--- src/rtl/keypoint_collector_if.sv ---
`default_nettype none
// ============================================================================
// Module      : keypoint_collector_if
// Description : Keypoint readout port carrying the FIFO head and its
//               valid/ready handshake.
//               master : producer side (drives okp_*, samples iready)
//               slave  : consumer side (samples okp_*, drives iready)
//   okp_valid  head entry present
//   iready     consumer accepts the head this cycle
//   okp_x/y    head coordinates
//   okp_scale  head DoG scale index
// Revision    : 1.0 - initial release
// ============================================================================
interface keypoint_collector_if #(
    parameter int COORD_W = 10
);
    logic               okp_valid;
    logic               iready;
    logic [COORD_W-1:0] okp_x;
    logic [COORD_W-1:0] okp_y;
    logic [1:0]         okp_scale;

    modport master (
        output okp_valid,
        output okp_x,
        output okp_y,
        output okp_scale,
        input  iready
    );

    modport slave (
        input  okp_valid,
        input  okp_x,
        input  okp_y,
        input  okp_scale,
        output iready
    );
endinterface
`default_nettype wire

--- src/rtl/keypoint_collector.sv ---
`default_nettype none
// ============================================================================
// Module      : keypoint_collector
// Description : Re-aligns SIFT candidates with their late low-contrast/edge
//               reject flags, buffers survivors in a first-word-fall-through
//               FIFO drained over a valid/ready port, and counts accepted and
//               dropped keypoints per frame.
//   iclk, irst                  clock, synchronous active-high reset
//   iframe_start, iframe_end    frame delimiting pulses
//   ivalid, icandidate, ix, iy, iscale   candidate stream
//   ilowcontrast_en, iedge_en   reject flags, FLAG_LAT cycles late
//   kp                          keypoint readout port (master)
//   okp_count, odrop_count      per-frame accepted / dropped counts
//   ofifo_full                  FIFO holds DEPTH entries
//   oframe_done                 one-cycle pulse at frame completion
// Revision    : 1.0 - initial release
// ============================================================================
module keypoint_collector #(
    parameter int COORD_W  = 10,
    parameter int DEPTH    = 16,
    parameter int FLAG_LAT = 1
) (
    input  logic               iclk,
    input  logic               irst,
    input  logic               iframe_start,
    input  logic               iframe_end,
    input  logic               ivalid,
    input  logic               icandidate,
    input  logic [COORD_W-1:0] ix,
    input  logic [COORD_W-1:0] iy,
    input  logic [1:0]         iscale,
    input  logic               ilowcontrast_en,
    input  logic               iedge_en,
    keypoint_collector_if.master kp,
    output logic [15:0]        okp_count,
    output logic [15:0]        odrop_count,
    output logic               ofifo_full,
    output logic               oframe_done
);
    localparam int AW = $clog2(DEPTH);
    localparam int LW = $clog2(FLAG_LAT + 1);
    localparam int EW = 2 * COORD_W + 2;    // stored entry {x, y, scale}
    localparam int DW = EW + 2;             // delay entry {valid, cand, x, y, scale}

    localparam logic [AW:0]   c_depth = (AW + 1)'(DEPTH);
    localparam logic [LW-1:0] c_lat   = LW'(FLAG_LAT);
    localparam logic [15:0]   c_sat   = 16'hFFFF;

    localparam logic [1:0] S_IDLE  = 2'd0;
    localparam logic [1:0] S_RUN   = 2'd1;
    localparam logic [1:0] S_DRAIN = 2'd2;
    localparam logic [1:0] S_DONE  = 2'd3;

    logic [1:0]    r_state, w_state_nxt;
    logic [LW-1:0] r_drain_cnt, w_drain_nxt;

    logic [DW-1:0] r_dly [FLAG_LAT];
    logic [EW-1:0] r_mem [DEPTH];
    logic [AW-1:0] r_wptr, r_rptr;
    logic [AW:0]   r_occ, w_occ_nxt;
    logic          r_valid, r_full;
    logic [15:0]   r_kp_cnt, r_drop_cnt;

    logic          w_d_valid, w_d_cand, w_active, w_keep, w_pop, w_push, w_drop;
    logic [EW-1:0] w_d_entry, w_head;

    // Candidate delay line; its last stage lines up with the reject flags.
    always_ff @(posedge iclk) begin
        if (irst) begin
            for (int i = 0; i < FLAG_LAT; i++) r_dly[i] <= '0;
        end else begin
            r_dly[0] <= {ivalid, icandidate, ix, iy, iscale};
            for (int i = 1; i < FLAG_LAT; i++) r_dly[i] <= r_dly[i-1];
        end
    end

    assign w_d_valid = r_dly[FLAG_LAT-1][DW-1];
    assign w_d_cand  = r_dly[FLAG_LAT-1][DW-2];
    assign w_d_entry = r_dly[FLAG_LAT-1][EW-1:0];

    assign w_active = (r_state == S_RUN) || (r_state == S_DRAIN);
    assign w_keep   = w_active & w_d_valid & w_d_cand & ~ilowcontrast_en & ~iedge_en;
    assign w_pop    = r_valid & kp.iready;
    // A pop in the same cycle frees the slot, so a full FIFO still accepts.
    assign w_push   = w_keep & ((r_occ != c_depth) | w_pop);
    assign w_drop   = w_keep & ~w_push;

    always_comb begin
        w_occ_nxt = r_occ;
        case ({w_push, w_pop})
            2'b10:   w_occ_nxt = r_occ + 1'b1;
            2'b01:   w_occ_nxt = r_occ - 1'b1;
            default: w_occ_nxt = r_occ;
        endcase
    end

    always_ff @(posedge iclk) begin
        if (irst) begin
            r_wptr  <= '0;
            r_rptr  <= '0;
            r_occ   <= '0;
            r_valid <= 1'b0;
            r_full  <= 1'b0;
        end else begin
            if (w_push) r_wptr <= r_wptr + 1'b1;
            if (w_pop)  r_rptr <= r_rptr + 1'b1;
            r_occ   <= w_occ_nxt;
            r_valid <= (w_occ_nxt != '0);
            r_full  <= (w_occ_nxt == c_depth);
        end
    end

    // Storage needs no reset: pointers and occupancy define what is valid.
    always_ff @(posedge iclk) begin
        if (w_push) r_mem[r_wptr] <= w_d_entry;
    end

    // Head is read combinationally (fall-through) and zeroed while empty.
    assign w_head       = r_valid ? r_mem[r_rptr] : '0;
    assign kp.okp_valid = r_valid;
    assign kp.okp_x     = w_head[EW-1 -: COORD_W];
    assign kp.okp_y     = w_head[COORD_W+1 -: COORD_W];
    assign kp.okp_scale = w_head[1:0];

    always_ff @(posedge iclk) begin
        if (irst) begin
            r_kp_cnt   <= '0;
            r_drop_cnt <= '0;
        end else if ((r_state == S_IDLE) && iframe_start) begin
            r_kp_cnt   <= '0;
            r_drop_cnt <= '0;
        end else begin
            if (w_push && (r_kp_cnt != c_sat))   r_kp_cnt   <= r_kp_cnt + 16'd1;
            if (w_drop && (r_drop_cnt != c_sat)) r_drop_cnt <= r_drop_cnt + 16'd1;
        end
    end

    always_ff @(posedge iclk) begin
        if (irst) begin
            r_state     <= S_IDLE;
            r_drain_cnt <= '0;
        end else begin
            r_state     <= w_state_nxt;
            r_drain_cnt <= w_drain_nxt;
        end
    end

    // DRAIN keeps pushing for FLAG_LAT cycles so candidates still in the delay
    // line are resolved; the last of those cycles is when the count reads 1.
    always_comb begin
        w_state_nxt = r_state;
        w_drain_nxt = r_drain_cnt;
        case (r_state)
            S_IDLE:  if (iframe_start) w_state_nxt = S_RUN;
            S_RUN: begin
                if (iframe_end) begin
                    w_state_nxt = S_DRAIN;
                    w_drain_nxt = c_lat;
                end
            end
            S_DRAIN: begin
                if ((r_drain_cnt <= LW'(1)) && (w_occ_nxt == '0)) begin
                    w_state_nxt = S_DONE;
                    w_drain_nxt = '0;
                end else if (r_drain_cnt != '0) begin
                    w_drain_nxt = r_drain_cnt - 1'b1;
                end
            end
            S_DONE:  w_state_nxt = S_IDLE;
            default: w_state_nxt = S_IDLE;
        endcase
    end

    assign okp_count   = r_kp_cnt;
    assign odrop_count = r_drop_cnt;
    assign ofifo_full  = r_full;
    assign oframe_done = (r_state == S_DONE);
endmodule
`default_nettype wire
--- src/flat_wrapper.sv ---
// flat-port wrapper written by rule: the top's interface ports become plain ports
module keypoint_collector_flat 
#(
    parameter int COORD_W  = 10,
    parameter int DEPTH    = 16,
    parameter int FLAG_LAT = 1
)
  (iclk, irst, iframe_start, iframe_end, ivalid, icandidate, ix, iy, iscale, ilowcontrast_en, iedge_en, okp_count, odrop_count, ofifo_full, oframe_done, kp_okp_valid, kp_okp_x, kp_okp_y, kp_okp_scale, kp_iready);
  keypoint_collector_if #(.COORD_W(COORD_W)) kp_i ();
  input  logic iclk;
  input  logic irst;
  input  logic iframe_start;
  input  logic iframe_end;
  input  logic ivalid;
  input  logic icandidate;
  input  logic [COORD_W-1:0] ix;
  input  logic [COORD_W-1:0] iy;
  input  logic [1:0] iscale;
  input  logic ilowcontrast_en;
  input  logic iedge_en;
  output logic [15:0] okp_count;
  output logic [15:0] odrop_count;
  output logic ofifo_full;
  output logic oframe_done;
  output wire logic [$bits(kp_i.okp_valid)-1:0] kp_okp_valid;
  output wire logic [$bits(kp_i.okp_x)-1:0] kp_okp_x;
  output wire logic [$bits(kp_i.okp_y)-1:0] kp_okp_y;
  output wire logic [$bits(kp_i.okp_scale)-1:0] kp_okp_scale;
  input wire logic [$bits(kp_i.iready)-1:0] kp_iready;
  assign kp_okp_valid = kp_i.okp_valid;
  assign kp_okp_x = kp_i.okp_x;
  assign kp_okp_y = kp_i.okp_y;
  assign kp_okp_scale = kp_i.okp_scale;
  assign kp_i.iready = kp_iready;
  keypoint_collector #(.COORD_W(COORD_W), .DEPTH(DEPTH), .FLAG_LAT(FLAG_LAT)) u_core (.iclk(iclk), .irst(irst), .iframe_start(iframe_start), .iframe_end(iframe_end), .ivalid(ivalid), .icandidate(icandidate), .ix(ix), .iy(iy), .iscale(iscale), .ilowcontrast_en(ilowcontrast_en), .iedge_en(iedge_en), .kp(kp_i), .okp_count(okp_count), .odrop_count(odrop_count), .ofifo_full(ofifo_full), .oframe_done(oframe_done));
endmodule
--- config.mk ---
export PLATFORM = sky130hd
export DESIGN_NAME = keypoint_collector_flat
export DESIGN_NICKNAME = d
export VERILOG_FILES = /design/src/rtl/keypoint_collector_if.sv /design/src/rtl/keypoint_collector.sv /design/src/flat_wrapper.sv
export SDC_FILE = /design/constraint.sdc
export NUM_CORES = 1
export LEC_CHECK = 0
export ABC_CLOCK_PERIOD_IN_PS = 8650
export CORE_MARGIN = 2
export CORE_UTILIZATION = 29
export CTS_CLUSTER_DIAMETER = 40
export CTS_CLUSTER_SIZE = 28
export DETAILED_ROUTE_END_ITERATION = 10
export PLACE_DENSITY = 0.56
export SYNTH_ARGS = -nofsm -noshare
export SYNTH_HDL_FRONTEND = slang
export SYNTH_SLANG_ARGS = --single-unit
--- constraint.sdc ---
create_clock -name iclk -period 8.65 [get_ports iclk]
set_clock_uncertainty 0.1 [all_clocks]
set_input_delay 0.865 -clock iclk [delete_from_list [all_inputs] [get_ports iclk]]
set_output_delay 0.865 -clock iclk [all_outputs]
set_load 0.005 [all_outputs]
==> impl_summary.md <==
Power
Net switching is 23.4% of the power. Overall power consumption after layout is estimated at 0.00510 W. The internal power consumption is just under 0.004 W.

Per report_power, the combinational group accounts for under 10% of the total. Summed over all nets, the switching power comes to 0.00119 W. Sequential cells account for 45.5% of the total power.

The power density over the cells is 250 nW/µm². Of the total power, the clock network draws 46.1%. VDD sags by at most ~0.14 mV. The analysis attributes to cell leakage a power of 6.59 nW.

Worst setup path
Setup slack on the worst reg-to-reg path comes out at 4.83 ns. Data on the critical path is required at its endpoint by between 7 and 8 ns. The endpoint identified for the worst register-to-register timing path is u_core.r_mem[6][4]. The kind of start point of the critical path is a register. Data on the critical path arrives at its endpoint at 4.17 ns. Counting cells, the worst reg-to-reg path comes to 8.

The biggest fanout along the worst timing path is 51. The endpoint kind of the worst setup timing path is a primary output. In this run the worst setup path terminates at kp_okp_x[2]. In this run the critical register-to-register path is launched from u_core.r_state[0].

The type of the worst setup path is reg -> out.

STA
The relative slew slack is 29.2%. The final max-slew violation count is 0. Setup total negative slack on the finished layout was measured at 0 ns. The worst path in the final design needs a cycle of just over 5 ns, including I/O delays and setup. Setup repair after global routing left no endpoint under its margin. Setup violations remaining at the end of the flow were counted as 0. The fmax is 0.195 GHz. The share of the clock period used by the worst path is 59.4%.

At the pin with the least slew margin, the transition time is between 1 and 1.5 ns. The final-report hold violation count was 0. The final worst slack is 3.51 ns.

Clock network
The post-CTS clock slew at the launch and capture registers of the worst setup and hold paths is 0.05 ns. The cell at the root of the clock tree is sky130_fd_sc_hd__clkbuf_16. TritonCTS built the clock tree.

After clock tree synthesis, the repair step resized 0 gates. Counting the buffers created by CTS gives 56. The number of setup buffers added after CTS is 0. For this design, the sink count on the clock tree is 429. The clock reaches the later pin of the worst-skew pair after 0.59 ns. Hold repair after CTS inserted 0 buffers. The longest clock path from root to sink contains 3 buffers. The H-tree was split into 2 levels.

Finish
The final layout contains 1,045 nets. The number of antenna diodes is 0. Counting the fill cells in the layout gives around 5,200. The core utilization of the finished layout is 36.1%. Of the cells placed in the final design, the portion with a size suffix greater than 1 is roughly a quarter. Relative to the synthesized area, the layout overhead comes to 23.1%.

Min path
The path class of the tightest hold or removal check is reg -> reg. In this run the most critical hold path is launched from u_core.r_rptr[1].

Yosys
The mean area per synthesized cell is 19.1 µm². Counting flops with an async set or reset pin after synthesis yields a share of 0%. The yosys synthesis warning count is 0.

The register area share after synthesis is 73.0%. The flip-flop and latch count after synthesis is between 400 and 500. Synthesis produced 868 cells. The most common flop cell mapped by yosys is sky130_fd_sc_hd__edfxtp_1.

The cell area that synthesis handed to floorplanning was approximately 17,000 µm². The number of enable flip-flop cells after synthesis is ~350. The number of distinct standard cells referenced by the synthesized netlist is 44. Counting every net in the synthesized netlist gives 915.

Global routing
The wire length of the first global-routing pass is 56,300 µm. Global routing finished with a remaining overflow of 0. The number of antenna violations at the first check in global routing came to 3. The total track usage is 12.8%. The pin count of the biggest net entering global routing is 58. The number of global-route vias before repair is 8,799.

Drt
The detailed router's first-iteration violation count is 603. Using the TritonRoute via totals, the vias-per-cell ratio works out to 4.61. The routed design has about 37,000 µm of wire.

The number of routed nets with antenna violations is 0. The final routed DRC violation total is 0. The first-pass detailed-route iteration total is 4. The via count of the routed design is 8,311.

After detailed routing, the average wire length per cell comes to 20.8 µm.

Floorplan
In this run the horizontal extent of the chip is approximately 240 µm. The floorplan step set the die height to 243 µm. The standard cell core area is 56,500 µm².

The die area is 59,100 µm². In this run the core area contains 87 standard-cell rows. 88 I/O pins were placed. The initial utilization of the core area, before any placement, comes to 29.4%.

Place
The wire-length estimate of the detail-placed layout is between 15,000 and 20,000 µm. The worst setup slack before clock tree synthesis is approximately 4 ns. The count of buffers added on input and output ports is 87. Routability-driven placement finished with a final weighted congestion of 0.717.

Status
The run finished with clean final reports.

Job
The max-capacitance violation count is 0.
-- flip-flops by register name, summed over array words and instances (netlist names), named ones only --
register             flops
u_core.kp.okp_valid      1
u_core.r_occ             5
u_core.ofifo_full        1
u_core.r_mem           352
u_core.okp_count        16
u_core.odrop_count      16
u_core.r_wptr            4
u_core.r_dly            24
u_core.r_rptr            4
u_core.r_state           2
-- cells in the final DEF, fill, tap and decap left out, types with 3 or more instances in the layout --
master and instances:
sky130_fd_sc_hd__mux2i_1 6, sky130_fd_sc_hd__nand3_1 13, sky130_fd_sc_hd__and4_1 4, sky130_fd_sc_hd__inv_8 5
sky130_fd_sc_hd__clkdlybuf4s50_1 86, sky130_fd_sc_hd__and2_1 24, sky130_fd_sc_hd__nor3_2 4, sky130_fd_sc_hd__inv_1 11
sky130_fd_sc_hd__nor3_1 3, sky130_fd_sc_hd__xor2_1 21, sky130_fd_sc_hd__edfxtp_1 352, sky130_fd_sc_hd__nand4_1 7
sky130_fd_sc_hd__ha_1 15, sky130_fd_sc_hd__dfxtp_1 74, sky130_fd_sc_hd__buf_4 22, sky130_fd_sc_hd__a21oi_1 12
sky130_fd_sc_hd__mux4_2 110, sky130_fd_sc_hd__xnor2_1 13, sky130_fd_sc_hd__clkinv_1 3, sky130_fd_sc_hd__clkbuf_1 4
sky130_fd_sc_hd__clkinvlp_4 4, sky130_fd_sc_hd__inv_6 12, sky130_fd_sc_hd__nand2_1 20, sky130_fd_sc_hd__nor2b_1 29
sky130_fd_sc_hd__clkbuf_8 4, sky130_fd_sc_hd__bufinv_16 5, sky130_fd_sc_hd__nor2_1 50, sky130_fd_sc_hd__clkbuf_16 56
sky130_fd_sc_hd__nor2_2 13, sky130_fd_sc_hd__o21ai_0 6, sky130_fd_sc_hd__or3_1 5, sky130_fd_sc_hd__a21o_1 4
sky130_fd_sc_hd__clkinv_4 8, sky130_fd_sc_hd__nand2b_1 4, sky130_fd_sc_hd__and3_1 7
-- logic make-up after synthesis --
logic type | share of synthesized area (%)
AOI/OAI and AO/OA | 1.34
xor gates and xnor gates | 1.80
adders and majority gates | 1.25
buffers and inverters | 1.13
DFF | 73.0
muxes | 15.4
and+or+nand+nor | 6.10
-- cell usage after synthesis (2+ instances only) --
library cell               number  area (µm²)
sky130_fd_sc_hd__edfxtp_1     352       10600
sky130_fd_sc_hd__mux4_2       110        2480
sky130_fd_sc_hd__dfxtp_1       77        1540
sky130_fd_sc_hd__nor2_1        62         233
sky130_fd_sc_hd__nor2b_1       29         181
sky130_fd_sc_hd__clkbuf_1      27         101
sky130_fd_sc_hd__and2_1        24         150
sky130_fd_sc_hd__xor2_1        21         184
sky130_fd_sc_hd__nand2_1       20        75.1
sky130_fd_sc_hd__ha_1          15         188
sky130_fd_sc_hd__nand3_1       13        65.1
sky130_fd_sc_hd__xnor2_1       13         114
sky130_fd_sc_hd__a21oi_1       12        60.1
sky130_fd_sc_hd__inv_1         11        41.3
sky130_fd_sc_hd__and3_1         7        43.8
sky130_fd_sc_hd__nand4_1        7        43.8
sky130_fd_sc_hd__nor3_1         7        35.0
sky130_fd_sc_hd__buf_2          6        30.0
sky130_fd_sc_hd__mux2i_1        6        60.1
sky130_fd_sc_hd__o21ai_0        6        30.0
sky130_fd_sc_hd__or3_1          5        31.3
sky130_fd_sc_hd__a21o_1         4        30.0
sky130_fd_sc_hd__and4_1         4        35.0
sky130_fd_sc_hd__buf_1          4        15.0
sky130_fd_sc_hd__nand2b_1       4        25.0
sky130_fd_sc_hd__a21oi_2        2        17.5
sky130_fd_sc_hd__nor3b_1        2        15.0
sky130_fd_sc_hd__or3_4          2        22.5
-- area by class of cell --
class | count | area (µm²) | share of cell area (%)
Inverter | 11 | 41.3 | 0.202
Tap cell | 756 | 946 | 4.63
Clock inverter | 41 | 465 | 2.28
Timing Repair Buffer | 109 | 1030 | 5.05
Multi-Input combinational cell | 391 | 4340 | 21.2
Sequential cell | 429 | 12100 | 59.4
Clock buffer | 64 | 1470 | 7.21
-- layer usage --
layer | global-route usage [%] | up-vias | wire length, µm
li1 | - | 3706 | -
met1 | 17.1 | 4322 | 16300
met2 | 20.5 | 224 | 17900
met3 | 3.86 | 55 | 2550
met4 | 3.10 | 4 | 648
met5 | 0 | - | 25
-- stage by stage --
stage               std cells  instance area, µm²  hold WS [ns]
floorplan                 868               16600         0.367
global placement         1696               18500         0.390
detailed placement       1696               18500         0.392
CTS                      1801               20400         0.403
global route             1801               20400         0.441
finish                   1801               20400         0.405
-- power groups by stage --
| stage | clock, W | combinational [W] | sequential, W |
|---|---|---|---|
| 2_1_floorplan | 0 | 0.000315 | 0.00232 |
| 3_3_place_gp | 0 | 0.000438 | 0.00237 |
| 3_5_place_dp | 0 | 0.000439 | 0.00237 |
| 4_1_cts | 0.00241 | 0.000442 | 0.00232 |
| 5_1_grt | 0.00250 | 0.000471 | 0.00233 |
| 6_report | 0.00235 | 0.000427 | 0.00232 |
-- worst min path at each step --
| stage | end | slack [ns] | cells after the start |
|---|---|---|---|
| floorplan | register | 0.37 | 2 |
| global placement | register | 0.39 | 2 |
| detailed placement | register | 0.39 | 2 |
| CTS | register | 0.40 | 2 |
| global route | register | 0.44 | 2 |
| finish | register | 0.40 | 2 |
-- worst max-delay path, stage by stage, from the launching register on --
cell,delay [ns]
sky130_fd_sc_hd__dfxtp_4,1.04
sky130_fd_sc_hd__buf_4,0.76
sky130_fd_sc_hd__mux4_2,0.59
sky130_fd_sc_hd__mux4_2,0.49
sky130_fd_sc_hd__and2_1,0.17
sky130_fd_sc_hd__clkdlybuf4s50_1,0.47
(Power assumes the default switching activity.)
